===== config.mk =====
export PLATFORM = sky130hd
export DESIGN_NAME = comp2_bist
export DESIGN_NICKNAME = d
export VERILOG_FILES = /design/src/rtl/comp2_bist.sv
export SDC_FILE = /design/constraint.sdc
export NUM_CORES = 1
export LEC_CHECK = 0
export BUFFER_PORTS_ARGS = -buffer_cell sky130_fd_sc_hd__buf_2
export CAP_MARGIN = 10
export CELL_PAD_IN_SITES_DETAIL_PLACEMENT = 1
export CELL_PAD_IN_SITES_GLOBAL_PLACEMENT = 1
export CORE_MARGIN = 2
export CORE_UTILIZATION = 24
export CTS_CLUSTER_DIAMETER = 50
export DETAILED_ROUTE_END_ITERATION = 12
export PLACE_DENSITY = 0.56
export SLEW_MARGIN = 20
export SYNTH_ARGS = -nofsm -noshare
export SYNTH_HDL_FRONTEND = slang
export SYNTH_SLANG_ARGS = --single-unit

===== constraint.sdc =====
create_clock -name clk -period 5.2 [get_ports clk]
set_clock_uncertainty 0.15 [all_clocks]
set_input_delay 0.52 -clock clk [delete_from_list [all_inputs] [get_ports clk]]
set_output_delay 0.52 -clock clk [all_outputs]
set_load 0.03 [all_outputs]

===== src/rtl/comp2_bist.sv =====
// Built-in self-test engine for the comp2 magnitude comparator: it sweeps every (a, b) pair,
// checks x/y/z against a golden compare, and reports the error count and the first failing vector.
module comp2_bist #(
    parameter int WIDTH  = 2,
    parameter int SETTLE = 2
) (
    input  logic                 clk,
    input  logic                 rst,
    input  logic                 start,
    output logic [WIDTH-1:0]     a,
    output logic [WIDTH-1:0]     b,
    input  logic                 x,
    input  logic                 y,
    input  logic                 z,
    output logic                 busy,
    output logic                 done,
    output logic                 pass,
    output logic [2*WIDTH:0]     err_cnt,
    output logic [WIDTH-1:0]     fail_a,
    output logic [WIDTH-1:0]     fail_b
);

    localparam int IW = 2 * WIDTH;
    localparam int EW = 2 * WIDTH + 1;
    localparam int CW = (SETTLE > 1) ? $clog2(SETTLE) : 1;

    localparam logic [CW-1:0] CNT_LAST = CW'(SETTLE - 1);
    localparam logic [CW-1:0] CNT_ONE  = CW'(1);
    localparam logic [IW-1:0] IDX_ONE  = IW'(1);
    localparam logic [EW-1:0] ERR_ONE  = EW'(1);

    typedef enum logic [1:0] {IDLE, DRIVE, SAMPLE, DONE} state_t;

    state_t            state_q, state_d;
    logic [IW-1:0]     idx_q, idx_d;
    logic [CW-1:0]     cnt_q, cnt_d;
    logic [WIDTH-1:0]  a_d, b_d, fail_a_d, fail_b_d;
    logic              busy_d, done_d, pass_d;
    logic [EW-1:0]     err_cnt_d;
    logic [2:0]        exp_xyz;
    logic              mismatch;
    logic              last_vec;

    // Golden response: exactly one of {a>b, a==b, a<b}; any other pattern is an error.
    always_comb begin
        exp_xyz  = {a > b, a == b, a < b};
        mismatch = (state_q == SAMPLE) && ({x, y, z} != exp_xyz);
        last_vec = &idx_q;
    end

    always_ff @(posedge clk or posedge rst) begin
        if (rst) begin
            state_q <= IDLE;
        end else begin
            state_q <= state_d;
        end
    end

    always_comb begin
        state_d = state_q;
        case (state_q)
            IDLE, DONE: if (start) state_d = DRIVE;
            DRIVE:      if (cnt_q == CNT_LAST) state_d = SAMPLE;
            SAMPLE:     state_d = last_vec ? DONE : DRIVE;
            default:    state_d = IDLE;
        endcase
    end

    // Next values for the registered outputs and the sweep counters.
    always_comb begin
        idx_d     = idx_q;
        cnt_d     = cnt_q;
        a_d       = a;
        b_d       = b;
        busy_d    = busy;
        done_d    = done;
        pass_d    = pass;
        err_cnt_d = err_cnt;
        fail_a_d  = fail_a;
        fail_b_d  = fail_b;
        case (state_q)
            IDLE, DONE: begin
                if (start) begin
                    idx_d     = '0;
                    cnt_d     = '0;
                    a_d       = '0;
                    b_d       = '0;
                    busy_d    = 1'b1;
                    done_d    = 1'b0;
                    pass_d    = 1'b0;
                    err_cnt_d = '0;
                    fail_a_d  = '0;
                    fail_b_d  = '0;
                end
            end
            DRIVE: begin
                cnt_d = (cnt_q == CNT_LAST) ? '0 : cnt_q + CNT_ONE;
            end
            SAMPLE: begin
                if (mismatch) begin
                    err_cnt_d = err_cnt + ERR_ONE;
                    if (err_cnt == '0) begin
                        fail_a_d = a;
                        fail_b_d = b;
                    end
                end
                if (last_vec) begin
                    busy_d = 1'b0;
                    done_d = 1'b1;
                    pass_d = (err_cnt_d == '0);
                    a_d    = '0;
                    b_d    = '0;
                end else begin
                    idx_d = idx_q + IDX_ONE;
                    a_d   = idx_d[IW-1:WIDTH];
                    b_d   = idx_d[WIDTH-1:0];
                end
            end
            default: ;
        endcase
    end

    always_ff @(posedge clk or posedge rst) begin
        if (rst) begin
            idx_q   <= '0;
            cnt_q   <= '0;
            a       <= '0;
            b       <= '0;
            busy    <= 1'b0;
            done    <= 1'b0;
            pass    <= 1'b0;
            err_cnt <= '0;
            fail_a  <= '0;
            fail_b  <= '0;
        end else begin
            idx_q   <= idx_d;
            cnt_q   <= cnt_d;
            a       <= a_d;
            b       <= b_d;
            busy    <= busy_d;
            done    <= done_d;
            pass    <= pass_d;
            err_cnt <= err_cnt_d;
            fail_a  <= fail_a_d;
            fail_b  <= fail_b_d;
        end
    end

endmodule

# Word-level counts from Yosys, hierarchy flattened
# Index checks and enable logic that the tools add are counted.
# Widths: inputs -> output; s select.
totals:
  regBits: 23
  latch_bits: 0
  ram_bits: 0
  rom_bits: 0
  input_bits: 6
  output_inout_bits: 16
  word_cells: 73
  mem_count: 0
op_classes:
  n_addsub: 3
  mul: 0
  n_div: 0
  n_lt_le_gt_ge: 2
  eq_ne: 11
  n_shift: 0
  muxes: 32
  bitwise_logic: 0
  n_reduce_logical: 14
ops:
  columns: ["operator", "n"]
  rows:
  - ["$mux 2", 10]
  - ["$pmux 2 s2", 4]
  - ["$mux 5", 3]
  - ["$logic_not 5->1", 2]
  - ["$ne 2x2->1 const B", 5]
  - ["$pmux 5 s2", 1]
  - ["$mux 4", 2]
  - ["$pmux 1 s2", 4]
  - ["$pmux 4 s2", 1]
  - ["$reduce_and 4->1", 2]
  - ["$mux 1", 6]
  - ["$pmux 2 s3", 1]
  - ["$reduce_and 2->1", 3]
  - ["$reduce_and 3->1", 2]
  - ["$add 5x1->5 const B", 1]
  - ["$add 4x1->4 const B", 1]
  - ["$eq 2x2->1 const B", 2]
  - ["$reduce_bool 2->1", 2]
  - ["$ne 3x3->1", 1]
  - ["$eq 2x1->1 const B", 1]
  - ["$eq 2x2->1", 1]
  - ["$gt 2x2->1", 1]
  - ["$logic_not 2->1", 1]
  - ["$lt 2x2->1", 1]
  - ["4 further kinds", 4]

# Depth between registers and ports, before layout
# Gate-level depths: netlist (run 1).
logic_depth:
  word_depth: 8
  depth_mapped: 8

# Least setup slack after synthesis (run 1)
# Ideal clock, no wire load.
synth_timing:
  kind: "register to register"
  start: "register b[1]"
  end: "register pass"
  setup_time_ns: 0.120
  arrival_time_ns: 1.932
  required_ns: 4.930
  setup_slack_ns: 2.997
  stages_incl_launch_ff: 8
  path_buffers: 0
  period_less_slack_ns: 2.203
  cell_sequence: "dfrtp_1 -> inv_1 -> ha_1 -> nor2b_4 -> o311ai_2 -> o211ai_1 -> xor2_1 -> a41o_1"
synth_via:
  elab_chain_len: 8
synth_rtl:
  columns: ["element", "line", "text"]
  rows:
  - ["from (decl)", "11", "output logic [WIDTH-1:0] b,"]
  - ["from (signal assigned)", "128", "b <= '0;"]
  - ["from (signal assigned)", "139", "b <= b_d;"]
  - ["$lt 2x2->1 (tied with other cells)", "46", "exp_xyz = {a > b, a == b, a < b};"]
  - ["$ne 3x3->1 *", "47", "mismatch = (state_q == SAMPLE) && ({x, y, z} != exp_xyz);"]
  - ["$logic_and 1x1->1 *", "47", null]
  - ["$mux 5 *", "100", "if (mismatch) begin"]
  - ["$mux 5 *", "81", "case (state_q)"]
  - ["$logic_not 5->1 *", "110", "pass_d = (err_cnt_d == '0);"]
  - ["$mux 1 *", "107", "if (last_vec) begin"]
  - ["$pmux 1 s2 *", "81", null]
  - ["to (signal assigned)", "142", "pass <= pass_d;"]
  - ["to (decl)", "17", "output logic pass,"]
# Every way passes the cells marked *; elsewhere a longest branch is shown, timed or not. The select of a mux whose other input is x is not followed.
# A chain may end at the register's enable or synchronous reset.

# Worst setup path after layout (run 1)
layout_timing:
  start: "register state_q[0]"
  end: "register pass"
layout_via:
  elab_chain_len: 7
layout_rtl:
  columns: ["element", "line", "text"]
  rows:
  - ["from (decl)", "34", "state_t state_q, state_d;"]
  - ["from (signal assigned)", "55", "state_q <= state_d;"]
  - ["$eq 2x2->1", "47, 81", null]
  - ["$logic_and 1x1->1", "47", null]
  - ["$mux 5", "100", null]
  - ["$mux 5", "81", null]
  - ["$logic_not 5->1", "110", null]
  - ["$mux 1", "107", null]
  - ["$pmux 1 s2", "81", null]
# Several ways; a longest one is shown, not always the timed one. The select of a mux whose other input is x is not followed.

==> metrics.txt, run 1 <==
outcome finished, final reports clean; first-pass GRT wire length 6130 um; most common library cell in the layout ignoring fill and taps nand2_1; mapped cell area 1420 um^2; Power Density 428 nW/um^2; row cnt 27; slowest CP cell ha_1; Worst setup SP type register; die span in y 80.9 um; Fin. Hold Viols 0; Worst Setup EP pass; Yosys reg bits 23; CP Capture Type register; ys flop type dfrtp_1; Overflow after GRT 0; ANT cells 0; CTS tree done; # H-tree levels 1; Clock transition at path regs 90 ps; FF-to-FF End pass; Crit Reg-Reg Startpoint state_q[0]; Die X 80.9 um; Hold Slack 298 ps; layout cell share with drive strength beyond 1 17.5%; Critical Path Fanout Max 17; Max clock buf depth 2; Max Slew Vio Count 0; DRT Pass-1 Iters 2; Ports 22; via count 1193; Clock power frac 16.8%; register area share after synthesis 40.6%; wire length per cell after detailed routing 14.2 um; Setup Buffers After CTS 0; Worst EP arrival 2520 ps; Tightest Pin Transition 941 ps; largest net degree at the start of global routing 24; Place WS 2730 ps; Ys Warns 0; final worst path period share 48.0%; CTS Root Cell clkbuf_8; PnR worst setup slack 2700 ps; post-detail-place hpwl 2670 um; WP data required 5220 ps; initial drt markers 62; Final setup viols 0; initial antenna violation count 0; most frequent cells in the layout nand2_1, dfrtp_1, o21ai_0, buf_2, inv_1; flop-to-flop setup slack 2700 ps; Hold-fix buffers, CTS 0; switching power 319 uW; RSZ-0062 raised after global routing no; EDFF count, synth 0; antenna viol nets, final 0; Final GP Congestion 0.749; Synth Instances 164; path type of the worst min-delay path in -> async; Fmax 400 MHz; # DRC 0; Net Sw Frac 45.5%; cell-internal power 382 uW; vias in the first global route 1214; mean area per synthesized cell 8.64 um^2; Synthesized Nets 178; CTS sink count 23; critical path, cell by cell inv_1, ha_1, o21ai_0, buf_4, o21a_1, a41o_1; Max Cap Viol 0; worst setup path startpoint state_q[0]; GRT Util Overall 12.1%; nets 198; Sequential Power Share 34.4%; Distinct cells, synth 37; Initial Util 25.3%; die area 6540 um^2; CTS resizes 0; Crit Path Class reg -> reg; R2R cell count 6; PortBufs 21; Leak 0.000758 uW; VDD IR-drop max 0.144 mV; post-route setup TNS 0 ps; total power 702 uW; detailed-route wire length 3610 um; Max-slew headroom 37.2%; Num CTS Buffers 3; minimum clock period after layout 2500 ps; Synth-to-Final Area Change 15.6%; combinational cell fraction of total power 48.8%; clk_lat worst skew 270 ps; core area 5610 um^2; worst stage delay on the critical path 580 ps; DR vias/cell 4.68; asr flop ratio synth 100%
==> area by class of cell <==
type / count / area [um^2]
Inverter: 13 / 48.8
Timing Repair Buffer: 22 / 113
Fill cell: 694 / 3970
Multi-Input combinational cell: 121 / 766
Tap cell: 72 / 90.1
Sequential cell: 23 / 576
Clock buffer: 3 / 41.3
Clock inverter: 1 / 5.00
==> cell usage after synthesis, types with 3 or more instances <==
master    instances  area [um^2]
nand2_1          25         93.8
dfrtp_1          23          576
o21ai_0          21          105
inv_1            12         45.0
nor2_1           11         41.3
a21oi_1           8         40.0
ha_1              8          100
clkbuf_1          6         22.5
mux2i_1           6         60.1
nand3_1           4         20.0
nor2b_1           4         25.0
and3_1            3         18.8
xor2_1            3         26.3
==> routing by layer <==
layer / share of wire, % / up-vias / GRT usage (%)
li1: - / 600 / -
met1: 52 / 574 / 17.2
met2: 44 / 15 / 18.8
met3: 2.4 / 4 / 0.778
met4: 1.6 / 0 / 5.59
met5: 0 / - / 0
==> stage by stage <==
step | cell area [um^2] | cells | util, %
final | 1640 | 255 | 29.2
after global routing | 1640 | 255 | 29.2
after CTS | 1640 | 255 | 29.2
after detailed placement | 1590 | 251 | 28.4
after global placement | 1590 | 251 | 28.4
after floorplan | 1420 | 164 | -
==> power by group through the flow <==
| stage | Combinational, uW | Sequential [uW] | Clock [uW] |
|---|---|---|---|
| 6_report | 342 | 241 | 118 |
| 5_1_grt | 388 | 246 | 130 |
| 4_1_cts | 346 | 241 | 125 |
| 3_5_place_dp | 344 | 245 | 0 |
| 3_3_place_gp | 342 | 245 | 0 |
| 2_1_floorplan | 241 | 256 | 0 |
==> sequential cells by signal (all words and copies together), names as in the netlist, 2 cells and up <==
name	count
fail_b	2
idx_q	4
a	2
err_cnt	5
b	2
state_q	2
fail_a	2
==> kinds of logic after synthesis <==
kind of cell               after synthesis  synth area share, %
DFF                                     23                 40.6
buffers and inverters                   20                 5.38
and+or+nand+nor                         55                 18.4
xor gates and xnor gates                 6                 4.24
AOI/OAI and AO/OA                       46                 20.0
adders and majority gates                8                 7.06
muxes                                    6                 4.24
==> worst max-delay path, delay by kind of cell, from the launching register on <==
family          cells  cell delay (ps)
buf+inv             2              370
flops               1              420
compound gates      3              860
fa+ha+maj           1              580
==> worst min path at each step <==
stage / from / endpoint / slack (ps)
2_1_floorplan: state_q[1] / state_q[1] / 330
3_3_place_gp: state_q[1] / state_q[1] / 360
3_5_place_dp: b[1] / b[1] / 350
4_1_cts: rst / fail_b[0] / 330
5_1_grt: rst / fail_b[0] / 390
6_report: rst / fail_b[0] / 300
No activity file was read; power rests on OpenSTA's default activity.
==> run 2: changes to the inputs <==
- ABC_AREA: unset -> 1
- PLACE_DENSITY: 0.56 -> 0.59
- clock period: 5.2 -> 2.2 ns (I/O delays scaled with it)
==> run 2 against run 1 <==
Compared with the run above: flip-flop and latch count unchanged; worst hold slack worse by 51 ps; via count down 5.7%; register-to-register slack worse by 2500 ps; die area down 6.4%; synthesized cell count unchanged; core utilization up 0.24 points; critical path type unchanged; highest routed layer unchanged.
==> metrics.txt, run 2 <==
outcome finished, final reports clean; Initial Util 24.5% (-0.81 points); top layer used by detailed routing met4; # H-tree levels 1 (unchanged); clk_lat worst skew 260 ps (about the same); Num CTS Buffers 3 (unchanged); CTS sink count 23 (unchanged); Final Instance Area 1590 um^2 (-2.8%); Max Slew Vio Count 0 (unchanged); Synth-to-Final Area Change 20.4%; DRT met1 WL 1440 um (-24%); Worst EP arrival 2030 ps (-490 ps); path type of the worst min-delay path in -> reg; switching power 673 uW (+110%); antenna viol nets, final 0 (unchanged); Met2 Routed Length 1500 um (-5.6%); multi-input logic area 638 um^2 (-17%); WHS Endpoint err_cnt[2]; count leader, synth nand2_1; Place WS 182 ps (-2550 ps); WP data required 2210 ps (-3010 ps); Max clock buf depth 2 (unchanged); total power 1520 uW (+120%); Yosys reg bits 23 (unchanged); Critical Path Fanout Max 6 (-11); PnR worst setup slack 183 ps (-2520 ps); Final setup viols 0 (unchanged); FILL cells 671 (-3.3%); Overflow after GRT 0 (unchanged); Top reg by flops err_cnt; Tightest Pin Transition 304 ps (-637 ps); cell-internal power 849 uW (+120%); initial drt markers 18 (-71%); CTS tree done; WHS Path Cells 5; most frequent cells in the layout nand2_1, inv_1, dfrtp_1; Post-synth top cells nand2_1, dfrtp_1, inv_1; register area share after synthesis 43.5% (+2.9 points); CP Capture Type register; ys flop type dfrtp_1; Clock transition at path regs 90 ps (about the same); Die X 78.2 um (-3.2%); largest net degree at the start of global routing 24 (unchanged); Setup Buffers After CTS 0 (unchanged); wire length per cell after detailed routing 11.5 um (-19%); Ys Warns 0 (unchanged); post-detail-place hpwl 2440 um (-8.6%); mapped cell area 1320 um^2 (-6.7%); initial antenna violation count 0 (unchanged); # DRC 0 (unchanged); hold path start start; PortBufs 21 (unchanged); Synth Instances 164 (unchanged); mean area per synthesized cell 8.06 um^2 (-6.7%); Net Sw Frac 44.2% (-1.3 points); max FFs per register 5 (unchanged); Fin. Hold Viols 0 (unchanged); first-pass GRT wire length 5370 um (-12%); Clock power frac 17.6% (+0.8 points); layout cell share with drive strength beyond 1 26.6% (+9.1 points); R2R cell count 13 (+7); biggest regs err_cnt x5, idx_q x4; GRT Util Overall 11.0% (-1.1 points); FF-to-FF End pass; Fmax 496 MHz (+24%); post-route setup TNS 0 ps (unchanged); core area 5410 um^2 (-3.6%); die area 6120 um^2 (-6.4%); fraction of synthesized cell area taken by the top area cell type 43.5% (+2.9 points); Synthesized Nets 178 (unchanged); combinational cell fraction of total power 48.4% (-0.4 points); ANT cells 0 (unchanged); Distinct cells, synth 24 (-35%); flop-to-flop setup slack 180 ps (-2520 ps); most common library cell in the layout ignoring fill and taps nand2_1; Worst setup SP type register; Final GP Congestion 0.761 (+1.6%); final worst path period share 91.7% (+44 points); DR vias/cell 4.26 (-8.9%); DRT Pass-1 Iters 3 (+1); Leak 0.000808 uW (+6.5%); Max-slew headroom 79.7% (+43 points); detailed-route wire length 3030 um (-16%); Yosys top cell by area dfrtp_1; Sequential Power Share 34.0% (-0.4 points); CTS Root Cell clkbuf_8; ranking of synthesized cells by area dfrtp_1, nand2_1, ha_1; asr flop ratio synth 100% (unchanged); Crit Path Class reg -> reg; EDFF count, synth 0 (unchanged); DP Area 1540 um^2 (-3.5%); VDD IR-drop max 0.258 mV (+79%); Max Cap Viol 0 (unchanged); register area 576 um^2 (unchanged); vias in the first global route 1180 (-2.8%); routed wl met3 63 um (-27%); Ports 22 (unchanged); Crit Reg-Reg Startpoint a[1]; row cnt 27 (unchanged); die span in y 78.2 um (-3.2%); Power Density 955 nW/um^2 (+120%); via count 1125 (-5.7%); nets 207 (+4.5%); minimum clock period after layout 2020 ps (-480 ps); RSZ-0062 raised after global routing no
run 2: cell count changes in the layout (fill, tap and decap cells not counted), moves of 4 or more:
cell	delta
nor2b_1	-4
a21oi_1	-5
nand2_2	+9
nor2_2	+4
nor2_1	-4
o21ai_0	-10
mux2i_1	-6
inv_1	+11
nand3_1	+9
nand2_1	+12
o21ai_1	+5
run 2: cells by family (layout without fill, tap and decap cells):
kind of cell    count (synthesis)  in the layout  synth area share [%]
flops                          23             23                  43.5
buf+inv                        28             56                  8.23
xor+xnor                        4              4                  2.65
mux                             1              1                 0.851
fa+ha+maj                       8              8                  7.57
simple gates                   74             74                  26.3
compound gates                 26             26                  10.9
run 2: worst max-delay path, cell delays in order, from the launching register on:
cell and delay, ps:
dfrtp_1 420, ha_1 350, nand2_2 90, nand2_2 60, nand2_1 60, nand2_1 60
nor2_2 110, nand2_2 120, nand2_4 120, nand2_1 60, o21ai_1 110, nor2_1 90
nand2_1 70, nand2_1 50
run 2: worst max-delay path by stage:
stage | from | endpoint | slack (ps) | cells past startpoint
4_1_cts | a[1] | pass | 170 | 13
3_3_place_gp | a[1] | pass | 200 | 13
5_1_grt | a[1] | pass | 50 | 13
2_1_floorplan | b[1] | pass | 210 | 14
6_report | a[1] | pass | 180 | 13
3_5_place_dp | a[1] | pass | 180 | 13
run 2: final cells by class:
cell class / instances / share of cell area, %
multi-input combinational: 113 / 40.1
sequential: 23 / 36.1
timing repair buffer: 26 / 9.11
inverter: 26 / 6.13
tap: 72 / 5.66
clock buffer: 3 / 2.59
clock inverter: 1 / 0.314
run 2: per-layer routing:
metal  up-vias  track usage (%)
met5         -                0
met4         0             4.21
met3         2             1.84
met2        10             19.3
met1       535             13.5
li1        578                -
run 2: timing repair:
item                                   CTS  global route
hold buffers                             1             0
endpoints found under the hold margin   23             0
gates resized for setup                  0             0
run 2: power groups by stage:
stage                     registers, uW  clock network [uW]  logic (uW)
after floorplan                     551                   0         530
after global placement              523                   0         740
after detailed placement            527                   0         748
after CTS                           518                 284         754
after global routing                527                 304         844
final                               517                 268         737
run 2: stage by stage:
step / utilization, % / hold WS (ps) / std cells
6_report: 29.5 / 246 / 264
5_1_grt: 29.5 / 307 / 264
4_1_cts: 29.5 / 252 / 264
3_5_place_dp: 28.4 / 140 / 259
3_3_place_gp: 28.4 / 133 / 259
2_1_floorplan: - / 71.9 / 164
